<file path="src/rtl/mips_pkg.sv">
// Shared definitions for the multi-cycle MIPS-subset control path:
// opcode/funct constants, ALU selector codes, mux encodings and the FSM state enum.
package mips_pkg;

    // Opcodes (IR[31:26])
    localparam logic [5:0] OP_RTYPE = 6'b000000;
    localparam logic [5:0] OP_LW    = 6'b100011;
    localparam logic [5:0] OP_SW    = 6'b101011;
    localparam logic [5:0] OP_BEQ   = 6'b000100;
    localparam logic [5:0] OP_BNE   = 6'b000101;
    localparam logic [5:0] OP_ADDI  = 6'b001000;
    localparam logic [5:0] OP_J     = 6'b000010;

    // R-type function codes (IR[5:0])
    localparam logic [5:0] FUNCT_ADD = 6'b100000;
    localparam logic [5:0] FUNCT_SUB = 6'b100010;
    localparam logic [5:0] FUNCT_AND = 6'b100100;
    localparam logic [5:0] FUNCT_OR  = 6'b100101;
    localparam logic [5:0] FUNCT_SLT = 6'b101010;

    // ALU selector codes
    localparam logic [2:0] ALU_AND = 3'b000;
    localparam logic [2:0] ALU_OR  = 3'b001;
    localparam logic [2:0] ALU_ADD = 3'b010;
    localparam logic [2:0] ALU_SUB = 3'b110;
    localparam logic [2:0] ALU_SLT = 3'b111;

    // ALU operand B source
    localparam logic [1:0] SRCB_REG    = 2'b00;
    localparam logic [1:0] SRCB_FOUR   = 2'b01;
    localparam logic [1:0] SRCB_IMM    = 2'b10;
    localparam logic [1:0] SRCB_IMM_SH = 2'b11;

    // Next-PC source
    localparam logic [1:0] PCSRC_ALU    = 2'b00;
    localparam logic [1:0] PCSRC_ALUOUT = 2'b01;
    localparam logic [1:0] PCSRC_JUMP   = 2'b10;

    // Control states; encodings 13..15 are never entered.
    typedef enum logic [3:0] {
        S_FETCH     = 4'd0,
        S_DECODE    = 4'd1,
        S_MEMADR    = 4'd2,
        S_MEMRD     = 4'd3,
        S_MEMWB     = 4'd4,
        S_MEMWR     = 4'd5,
        S_RTYPE_EX  = 4'd6,
        S_RTYPE_WB  = 4'd7,
        S_BRANCH    = 4'd8,
        S_ADDI_EX   = 4'd9,
        S_ADDI_WB   = 4'd10,
        S_JUMP      = 4'd11,
        S_BRANCH_NE = 4'd12
    } state_t;

endpackage

</file>
<file path="src/rtl/alu_decoder.sv">
// Combinational funct -> ALU selector decoder. Outside R-type execution it
// answers ADD and never flags an illegal funct.
module alu_decoder
    import mips_pkg::*;
(
    input  logic [5:0] funct,
    input  logic       is_rtype,
    output logic [2:0] selector,
    output logic       funct_illegal
);

    // Map funct to an ALU operation; unknown funct falls back to ADD and is flagged
    always_comb begin
        selector      = ALU_ADD;
        funct_illegal = 1'b0;
        if (is_rtype) begin
            case (funct)
                FUNCT_AND: selector = ALU_AND;
                FUNCT_OR:  selector = ALU_OR;
                FUNCT_ADD: selector = ALU_ADD;
                FUNCT_SUB: selector = ALU_SUB;
                FUNCT_SLT: selector = ALU_SLT;
                default: begin
                    selector      = ALU_ADD;
                    funct_illegal = 1'b1;
                end
            endcase
        end
    end

endmodule

</file>
<file path="src/rtl/control_multiciclo.sv">
// Multi-cycle MIPS-subset control FSM. One state per clock; drives every
// datapath select/enable. Optional bne support is compiled in with CONTROL_BNE_EN.
module control_multiciclo
    import mips_pkg::*;
#(
    parameter int STATE_W = 4
) (
    input  logic               clk,
    input  logic               rst,
    input  logic [5:0]         opcode,
    input  logic [5:0]         funct,
    input  logic               zf,
    output logic [2:0]         selector,
    output logic               alu_src_a,
    output logic [1:0]         alu_src_b,
    output logic [1:0]         pc_src,
    output logic               pc_we,
    output logic               ir_we,
    output logic               iord,
    output logic               mem_we,
    output logic               reg_we,
    output logic               reg_dst,
    output logic               mem_to_reg,
    output logic               illegal_op,
    output logic [STATE_W-1:0] estado
);

    state_t     state_reg;
    state_t     state_next;
    logic [2:0] dec_selector;
    logic       dec_illegal;
    logic       pc_we_c;
    logic       ir_we_c;
    logic       mem_we_c;
    logic       reg_we_c;
    logic       illegal_c;

    alu_decoder u_alu_decoder (
        .funct         (funct),
        .is_rtype      (state_reg == S_RTYPE_EX),
        .selector      (dec_selector),
        .funct_illegal (dec_illegal)
    );

    // State register; reset drops straight back to FETCH
    always_ff @(posedge clk or posedge rst) begin
        if (rst) begin
            state_reg <= S_FETCH;
        end else begin
            state_reg <= state_next;
        end
    end

    // Next-state and per-state output decode; everything defaults to 0
    always_comb begin
        state_next = S_FETCH;
        selector   = ALU_AND;
        alu_src_a  = 1'b0;
        alu_src_b  = SRCB_REG;
        pc_src     = PCSRC_ALU;
        pc_we_c    = 1'b0;
        ir_we_c    = 1'b0;
        iord       = 1'b0;
        mem_we_c   = 1'b0;
        reg_we_c   = 1'b0;
        reg_dst    = 1'b0;
        mem_to_reg = 1'b0;
        illegal_c  = 1'b0;
        case (state_reg)
            S_FETCH: begin
                ir_we_c    = 1'b1;
                pc_we_c    = 1'b1;
                alu_src_b  = SRCB_FOUR;
                selector   = ALU_ADD;
                state_next = S_DECODE;
            end
            S_DECODE: begin
                // Branch target is computed speculatively into ALUOut here
                alu_src_b = SRCB_IMM_SH;
                selector  = ALU_ADD;
                case (opcode)
                    OP_LW, OP_SW: state_next = S_MEMADR;
                    OP_RTYPE:     state_next = S_RTYPE_EX;
                    OP_BEQ:       state_next = S_BRANCH;
                    OP_ADDI:      state_next = S_ADDI_EX;
                    OP_J:         state_next = S_JUMP;
`ifdef CONTROL_BNE_EN
                    OP_BNE:       state_next = S_BRANCH_NE;
`endif
                    default: begin
                        illegal_c  = 1'b1;
                        state_next = S_FETCH;
                    end
                endcase
            end
            S_MEMADR: begin
                alu_src_a  = 1'b1;
                alu_src_b  = SRCB_IMM;
                selector   = ALU_ADD;
                state_next = (opcode == OP_LW) ? S_MEMRD : S_MEMWR;
            end
            S_MEMRD: begin
                iord       = 1'b1;
                state_next = S_MEMWB;
            end
            S_MEMWB: begin
                reg_we_c   = 1'b1;
                mem_to_reg = 1'b1;
            end
            S_MEMWR: begin
                iord     = 1'b1;
                mem_we_c = 1'b1;
            end
            S_RTYPE_EX: begin
                alu_src_a  = 1'b1;
                selector   = dec_selector;
                illegal_c  = dec_illegal;
                state_next = S_RTYPE_WB;
            end
            S_RTYPE_WB: begin
                reg_we_c = 1'b1;
                reg_dst  = 1'b1;
            end
            S_BRANCH: begin
                alu_src_a = 1'b1;
                selector  = ALU_SUB;
                pc_src    = PCSRC_ALUOUT;
                pc_we_c   = zf;
            end
            S_ADDI_EX: begin
                alu_src_a  = 1'b1;
                alu_src_b  = SRCB_IMM;
                selector   = ALU_ADD;
                state_next = S_ADDI_WB;
            end
            S_ADDI_WB: begin
                reg_we_c = 1'b1;
            end
            S_JUMP: begin
                pc_src  = PCSRC_JUMP;
                pc_we_c = 1'b1;
            end
`ifdef CONTROL_BNE_EN
            S_BRANCH_NE: begin
                alu_src_a = 1'b1;
                selector  = ALU_SUB;
                pc_src    = PCSRC_ALUOUT;
                pc_we_c   = ~zf;
            end
`endif
            default: begin
                state_next = S_FETCH;
            end
        endcase
    end

    // While reset is held no write or illegal pulse may escape; the state
    // register is already FETCH so the remaining outputs show FETCH values
    always_comb begin
        pc_we      = pc_we_c   & ~rst;
        ir_we      = ir_we_c   & ~rst;
        mem_we     = mem_we_c  & ~rst;
        reg_we     = reg_we_c  & ~rst;
        illegal_op = illegal_c & ~rst;
    end

    assign estado = STATE_W'(state_reg);

endmodule

</file>
<file path="config.mk">
export PLATFORM = sky130hd
export DESIGN_NAME = control_multiciclo
export DESIGN_NICKNAME = d
export VERILOG_FILES = /design/src/rtl/mips_pkg.sv /design/src/rtl/alu_decoder.sv /design/src/rtl/control_multiciclo.sv
export SDC_FILE = /design/constraint.sdc
export NUM_CORES = 1
export LEC_CHECK = 0
export ABC_AREA = 1
export ABC_CLOCK_PERIOD_IN_PS = 1500
export CAP_MARGIN = 25
export CELL_PAD_IN_SITES_DETAIL_PLACEMENT = 0
export CELL_PAD_IN_SITES_GLOBAL_PLACEMENT = 1
export CORE_AREA = 2 2 58 60
export CTS_CLUSTER_DIAMETER = 40
export DETAILED_ROUTE_END_ITERATION = 10
export DIE_AREA = 0 0 60 62
export PLACE_DENSITY = 0.71
export SLEW_MARGIN = 20
export SYNTH_ARGS = -nofsm -noshare
export SYNTH_HDL_FRONTEND = slang
export SYNTH_HIERARCHICAL = 1
export SYNTH_SLANG_ARGS = --single-unit
</file>
<file path="constraint.sdc">
create_clock -name clk -period 1.5 [get_ports clk]
set_clock_uncertainty 0.1 [all_clocks]
set_input_delay 0.3 -clock clk [delete_from_list [all_inputs] [get_ports clk]]
set_output_delay 0.3 -clock clk [all_outputs]
set_load 0.05 [all_outputs]
</file>
==> metrics.md, run 1 <==
| Metric | Value |
|---|---|
| Status | `finished, violations left` |
| Failing checks | `negative setup slack` |
| Syn Inst Count | `120` |
| WS Path Type | `reg2out` |
| Final core utilization | `between 50% and 60%` |
| Pwr/cell area | `1943 mW/mm²` |
| First-pass GRT wire length | `around 4300 µm` |
| Unrepaired setup endpoints after global routing | `true` |
| Core Area | `0.003179 mm²` |
| Max-cap violations | `0` |
| Max-slew headroom | `81.51%` |
| Ports | `35` |
| Slew Viols, Final | `0` |
| Total power | `3.671 mW` |
| Hold/Removal Path Class | `in2async` |
| Top cells by area, synth | `nand2_1 (20%), dfrtp_1 (16%), nor2_1 (13%)` |
| Clk slew on worst S/H paths | `0.04 ns` |
| CP peak stage delay | `0.49 ns` |
| Pre-antenna DRT Iters | `4` |
| Vias per std cell | `4.273` |
| Syn Nets | `135` |
| WL/cell | `10.87 µm` |
| Endpoints failing hold | `0` |
| Worst setup EP type | `output port` |
| Startpoint types | `flip-flop` |
| Final setup violating endpoints | `18` |
| TritonCTS buffer count | `3` |
| GPL Wtd Cong | `0.8005` |
| Synth Register Bits | `4` |
| Largest register FFs | `4` |
| Total die area | `0.003720 mm²` |
| CP top delay family | `flip-flops` |
| # diodes | `0` |
| Register area | `110.1 µm²` |
| R2r setup slk | `-0.02 ns` |
| Worst slack, placed | `-0.5760 ns` |
| Area occupied by multi-input gates | `671.9 µm²` |
| Num Clock Sinks | `4` |
| Worst path required time | `about 1.1 ns` |
| Fillcell total | `275` |
| Gr usage total | `15.47%` |
| Die Y | `62 µm` |
| Yosys top cell area share | `between 10% and 20%` |
| Detailed-route via count | `1,064` |
| Mapped cell area | `629.4 µm²` |
| CP Cell Sequence | `buf_4 -> nand2_4 -> nor3_1 -> o31ai_2 -> inv_2 -> buf_12` |
| HPWL Detailed | `2261 µm` |
| CP max stage cell | `dfrtp_4` |
| Static leakage | `0.8852 nW` |
| Post-synth top area cell | `nand2_1` |
| Fmax | `just over 0.5 GHz` |
| Crit path DAT | `1.58 ns` |
| Final Critical Period | `1.982 ns` |
| Synth Warn # | `6` |
| Initial drt markers | `36` |
| Fin worst setup slack | `-0.4818 ns` |
| Share of cells above drive strength 1 | `63.55%` |
| Post-CTS Hold Buffers | `0` |
| Yosys cell types | `19` |
| Clk buf depth | `2` |
| Die X | `60 µm` |
| Area delta synth->final | `200.2%` |
| Nets | `220` |
| CTS H-tree lvls | `1` |
| Worst path bufs/invs | `3` |
| Post-Route WL | `2706 µm` |
| Mean Syn Cell Area | `5.245 µm²` |
| Initial core utilization | `between 10% and 20%` |
| DRC | `0` |
| Setup TNS | `-5.487 ns` |
| Largest net degree at the start of global routing | `7` |
| Least-Margin Pin Slew | `0.2752 ns` |
| Ratio of final minimum period to clock period | `132.1%` |
| Via count of the first global-routing pass | `1,066` |
| Antenna violations before repair | `0` |
| Sequential-to-total area share from yosys stat | `between 10% and 20%` |
| Total gr overflow | `0` |
| TritonCTS clock tree | `done` |
| Clk_lat worst skew | `0.23 ns` |
| Final ANT Viol Nets | `0` |
| Largest fanout on the critical path | `6` |
| Num rows | `21` |
| PortBufs | `34` |
| Peak supply drop | `1524 µV` |
| Clk root buf | `clkbuf_4` |
==> layout by cell type (no fill, tap or decap), drive strengths merged <==
master         netlist  final
a21oi                5      5
a31oi                1      1
buf                  0     65
clkbuf               0      4
clkdlybuf4s50        0      4
clkinvlp             0      1
dfrtp                4      4
dlygate4sd2          0      9
dlymetal6s2s         0      1
inv                 25     24
nand2               37     37
nand3               11     11
nand4                2      2
nor2                27     27
nor3                 3      3
o211ai               2      2
o21ai                2      2
o31ai                1      1
==> worst paths after layout <==
kind / cells after the start / endpoint / from
setup reg to reg: 7 / estado[2]$_DFF_PP0_ / estado[3]$_DFF_PP0_
min in group clk: 5 / estado[3]$_DFF_PP0_ / opcode[1]
hold / removal: 3 / estado[3]$_DFF_PP0_ / rst
hold reg to reg: 4 / estado[3]$_DFF_PP0_ / estado[2]$_DFF_PP0_
setup / recovery: 6 / reg_we / estado[3]$_DFF_PP0_
max in group asynchronous: 3 / estado[1]$_DFF_PP0_ / rst
==> layout make-up <==
class | count | share of cell area [%]
clock buffers | 3 | 1.192
inverters | 25 | 5.828
multi-input cells | 91 | 35.56
flip-flops and latches | 4 | 5.828
well taps | 46 | 3.046
repair buffers | 80 | 48.54
==> metal layers <==
metal  vias to the layer above  global-route usage (%)  part of all wire (%)
li1                        543                       -                     -
met2                        42                   28.73                    52
met3                        14                   1.863                   5.7
met4                         0                   8.254                   3.8
met5                         -                       0                     0
met1                       465                   17.21                    38
==> what timing repair did <==
item | CTS | global route
endpoints found under the hold margin | 0 | 0
buffers inserted | 3 | 4
resized for setup | 26 | 16
endpoints found under the setup margin | 18 | 17
pin swaps | 10 | 11
==> per-stage QoR <==
step / hold slack (ns) / area (µm²) / cells
6_report: 0.4547 / 1889 / 249
5_1_grt: 0.4908 / 1889 / 249
4_1_cts: 0.4579 / 1817 / 245
3_5_place_dp: 0.6393 / 1719 / 240
3_3_place_gp: 0.6190 / 1719 / 240
2_1_floorplan: -0.01845 / 808.3 / 120
==> cells by family after synthesis <==
family / after synthesis / synth area share (%)
AND/OR/NAND/NOR: 80 / 57.65
buffers and inverters: 25 / 14.91
AO/OA/AOI/OAI: 11 / 11.53
flip-flops: 4 / 15.91
==> Yosys cell counts <==
master	instances
nand3_1	10
o21ai_0	2
a31oi_1	1
o31ai_1	1
nand2_1	33
nand2_2	4
nand3_2	1
nor2_4	2
nor2_1	21
dfrtp_1	4
a21oi_2	1
a21oi_1	4
o211ai_2	1
o211ai_1	1
nand4_1	2
inv_1	20
inv_2	5
nor3_1	3
nor2_2	4
==> worst reg2reg max path: stages, from the launching register on <==
cell,delay [ns]
dfrtp_4,0.49
buf_4,0.15
nor2_4,0.15
buf_6,0.15
nand3_4,0.08
buf_4,0.15
buf_4,0.12
nand4_1,0.07
==> power breakdown <==
group	internal [mW]	switching, mW
Clock	0.0895	0.0440
Combinational	1.60	1.71
Sequential	0.164	0.0674
Total	1.85	1.82
Note: power is estimated with default switching activity, not from simulation.
==> run 2, diff against run 1 <==
CORE_AREA = 2 2 49 51   (was 2 2 58 60)
DIE_AREA = 0 0 51 53   (was 0 0 60 62)
DONT_BUFFER_PORTS = 1   (was not set)
MAX_ROUTING_LAYER = met4   (was not set)
PLACE_DENSITY = 0.62   (was 0.71)
==> run 2 against run 1 <==
Against the previous run: the flow still finishes with violations (negative setup slack); sequential cell count unchanged; non-clock buffer count down 43; count of clock-buffer cells in the layout unchanged; sequential share of layout area is 3.0 points higher; critical path depth grew 2; highest routed layer is now met3; final cell count shrank 24%; die area is 27% lower; worst setup slack improved by 0.034 ns.
==> metrics.md, run 2 (synthesis results as in run 1) <==
| Metric | Value |
|---|---|
| Slew Viols, Final | `0` |
| WL/cell | `10.60 µm` |
| Post-Route WL | `1992 µm` |
| CP top delay family | `flip-flops` |
| HPWL Detailed | `1783 µm` |
| Share of cells above drive strength 1 | `56.88%` |
| Worst slack, placed | `-0.2481 ns` |
| Clk buf depth | `2` |
| Fin worst setup slack | `-0.4473 ns` |
| Clk_lat worst skew | `0.23 ns` |
| TritonCTS buffer count | `3` |
| Most common cell after layout, fill and taps aside | `buf_4` |
| Pre-antenna DRT Iters | `4` |
| Final core utilization | `58.30%` |
| Crit path DAT | `1.55 ns` |
| Die Y | `between 50 and 60 µm` |
| Total gr overflow | `0` |
| Levels on crit path | `8` |
| DRC | `0` |
| Largest fanout on the critical path | `5` |
| Ratio of final minimum period to clock period | `129.8%` |
| Detailed-route via count | `846` |
| Initial drt markers | `18` |
| Fillcell total | `221` |
| Peak supply drop | `1647 µV` |
| CTS H-tree lvls | `1` |
| Initial core utilization | `29.30%` |
| Gr usage total | `17.99%` |
| Unrepaired setup endpoints after global routing | `true` |
| Num rows | `17` |
| Ports | `35` |
| CP Cell Sequence | `nor2_4 -> nand2_2 -> inv_2 -> nand3_1 -> nor2_1 -> nand2_1 -> a21oi_4 -> buf_12` |
| Final ANT Viol Nets | `0` |
| TritonCTS clock tree | `done` |
| Total die area | `approximately 0.0027 mm²` |
| WS Path Type | `reg2out` |
| Pwr/cell area | `2090 mW/mm²` |
| Max-cap violations | `0` |
| Largest net degree at the start of global routing | `6` |
| Clk root buf | `clkbuf_4` |
| Nets | `177` |
| Worst r2r dst | `estado[1]$_DFF_PP0_` |
| Commonest non-fill, non-tap cells in the layout | `buf_4 (27), nand2_1 (24), inv_1 (14), nor2_1 (14), nor2_4 (10)` |
| PortBufs | `0` |
| Worst setup EP type | `output port` |
| # diodes | `0` |
| Static leakage | `roughly 0.57 nW` |
| Status | `finished, violations left` |
| RR Startpoint | `estado[2]$_DFF_PP0_` |
| Startpoint types | `flip-flop` |
| Clk slew on worst S/H paths | `approximately 0.04 ns` |
| Worst path bufs/invs | `2` |
| Vias per std cell | `4.500` |
| Hold Worst Slack | `~0.23 ns` |
| Antenna violations before repair | `0` |
| Final Critical Period | `1.947 ns` |
| R2r setup slk | `-0.05 ns` |
| Num Clock Sinks | `4` |
| Final setup violating endpoints | `17` |
| Max-slew headroom | `80.46%` |
| Core Area | `about 0.0021 mm²` |
| Failing checks | `negative setup slack` |
| Least-Margin Pin Slew | `0.2919 ns` |
| Endpoints failing hold | `0` |
| Die X | `51 µm` |
| Via count of the first global-routing pass | `870` |
| GPL Wtd Cong | `between 0.7 and 0.8` |
| Worst path required time | `1.10 ns` |
| Crit path to | `illegal_op` |
| Fmax | `0.5135 GHz` |
| First-pass GRT wire length | `~3700 µm` |
| Hold/Removal Path Class | `in2reg` |
| CP peak stage delay | `0.50 ns` |
| R2R cell count | `6` |
| CP max stage cell | `dfrtp_4` |
| Area delta synth->final | `99.01%` |
| Largest register FFs | `4` |
| Critical Path Source | `estado[3]$_DFF_PP0_` |
run 2: changes by cell type in the layout (fill, tap and decap cells not counted), sizes merged:
cell / before / now
clkbuf: 4 / 3
dlygate4sd3: 0 / 1
clkdlybuf4s50: 4 / 0
dlygate4sd2: 9 / 0
buf: 65 / 36
dlymetal6s2s: 1 / 0
run 2: repair_timing:
item / CTS / global route
resized for setup: 8 / 1
hold endpoints to repair: 4 / 0
hold buffers: 1 / 0
setup buffers: 2 / 0
cloned: 0 / 0
pin swaps: 7 / 4
endpoints found under the setup margin: 17 / 17
run 2: how the worst min path moves through the flow:
stage / start / end / slack, ns / cells past startpoint
2_1_floorplan: rst / estado[1]$_DFF_PP0_ / -0.02 / 1
3_5_place_dp: rst / estado[1]$_DFF_PP0_ / 0.01 / 1
4_1_cts: opcode[2] / estado[1]$_DFF_PP0_ / 0.21 / 3
3_3_place_gp: rst / estado[1]$_DFF_PP0_ / 0.01 / 1
5_1_grt: opcode[2] / estado[1]$_DFF_PP0_ / 0.23 / 3
6_report: opcode[2] / estado[1]$_DFF_PP0_ / 0.23 / 3
run 2: through the flow:
| step | setup TNS, ns | cells | total power [mW] | instance area (µm²) |
|---|---|---|---|---|
| global route | -6.459 | 188 | 2.784 | 1252 |
| CTS | -5.419 | 188 | 2.636 | 1249 |
| floorplan | -3.354 | 120 | 1.648 | 808.3 |
| detailed placement | -1.602 | 182 | 2.415 | 1174 |
| finish | -5.129 | 188 | 2.618 | 1252 |
| global placement | -1.478 | 182 | 2.398 | 1174 |
run 2: final cells by class:
class	instances	area (µm²)	share of cell area (%)
Clock buffer	3	22.52	1.798
Inverter	25	105.1	8.392
Multi-Input combinational cell	91	609.3	48.65
Sequential cell	4	110.1	8.791
Tap cell	28	35.03	2.797
Timing Repair Buffer	37	370.4	29.57
run 2: worst register-to-register path, delay by kind of cell, from the launching register on:
family                 cells  cell delay (ns)
buffers and inverters      3             0.44
flip-flops                 1             0.41
AND/OR/NAND/NOR            2             0.35
AO/OA/AOI/OAI              1             0.16
run 2: per-layer routing:
layer  global-route usage, %  wire length (µm)  up-vias
li1                        -                 -      454
met1                   21.03               888      374
met2                   32.68              1023       18
met3                   3.390                80        0
met4                   2.703                 0        0
met5                       -                 0        -
run 2: where the power goes:
part | leakage (nW) | internal, mW | total (mW) | switching, mW
registers | 0.0467 | 0.164 | 0.226 | 0.0619
clock network | 0.0138 | 0.0890 | 0.127 | 0.0378
logic | 0.514 | 0.856 | 2.27 | 1.41
total | 0.575 | 1.11 | 2.62 | 1.51
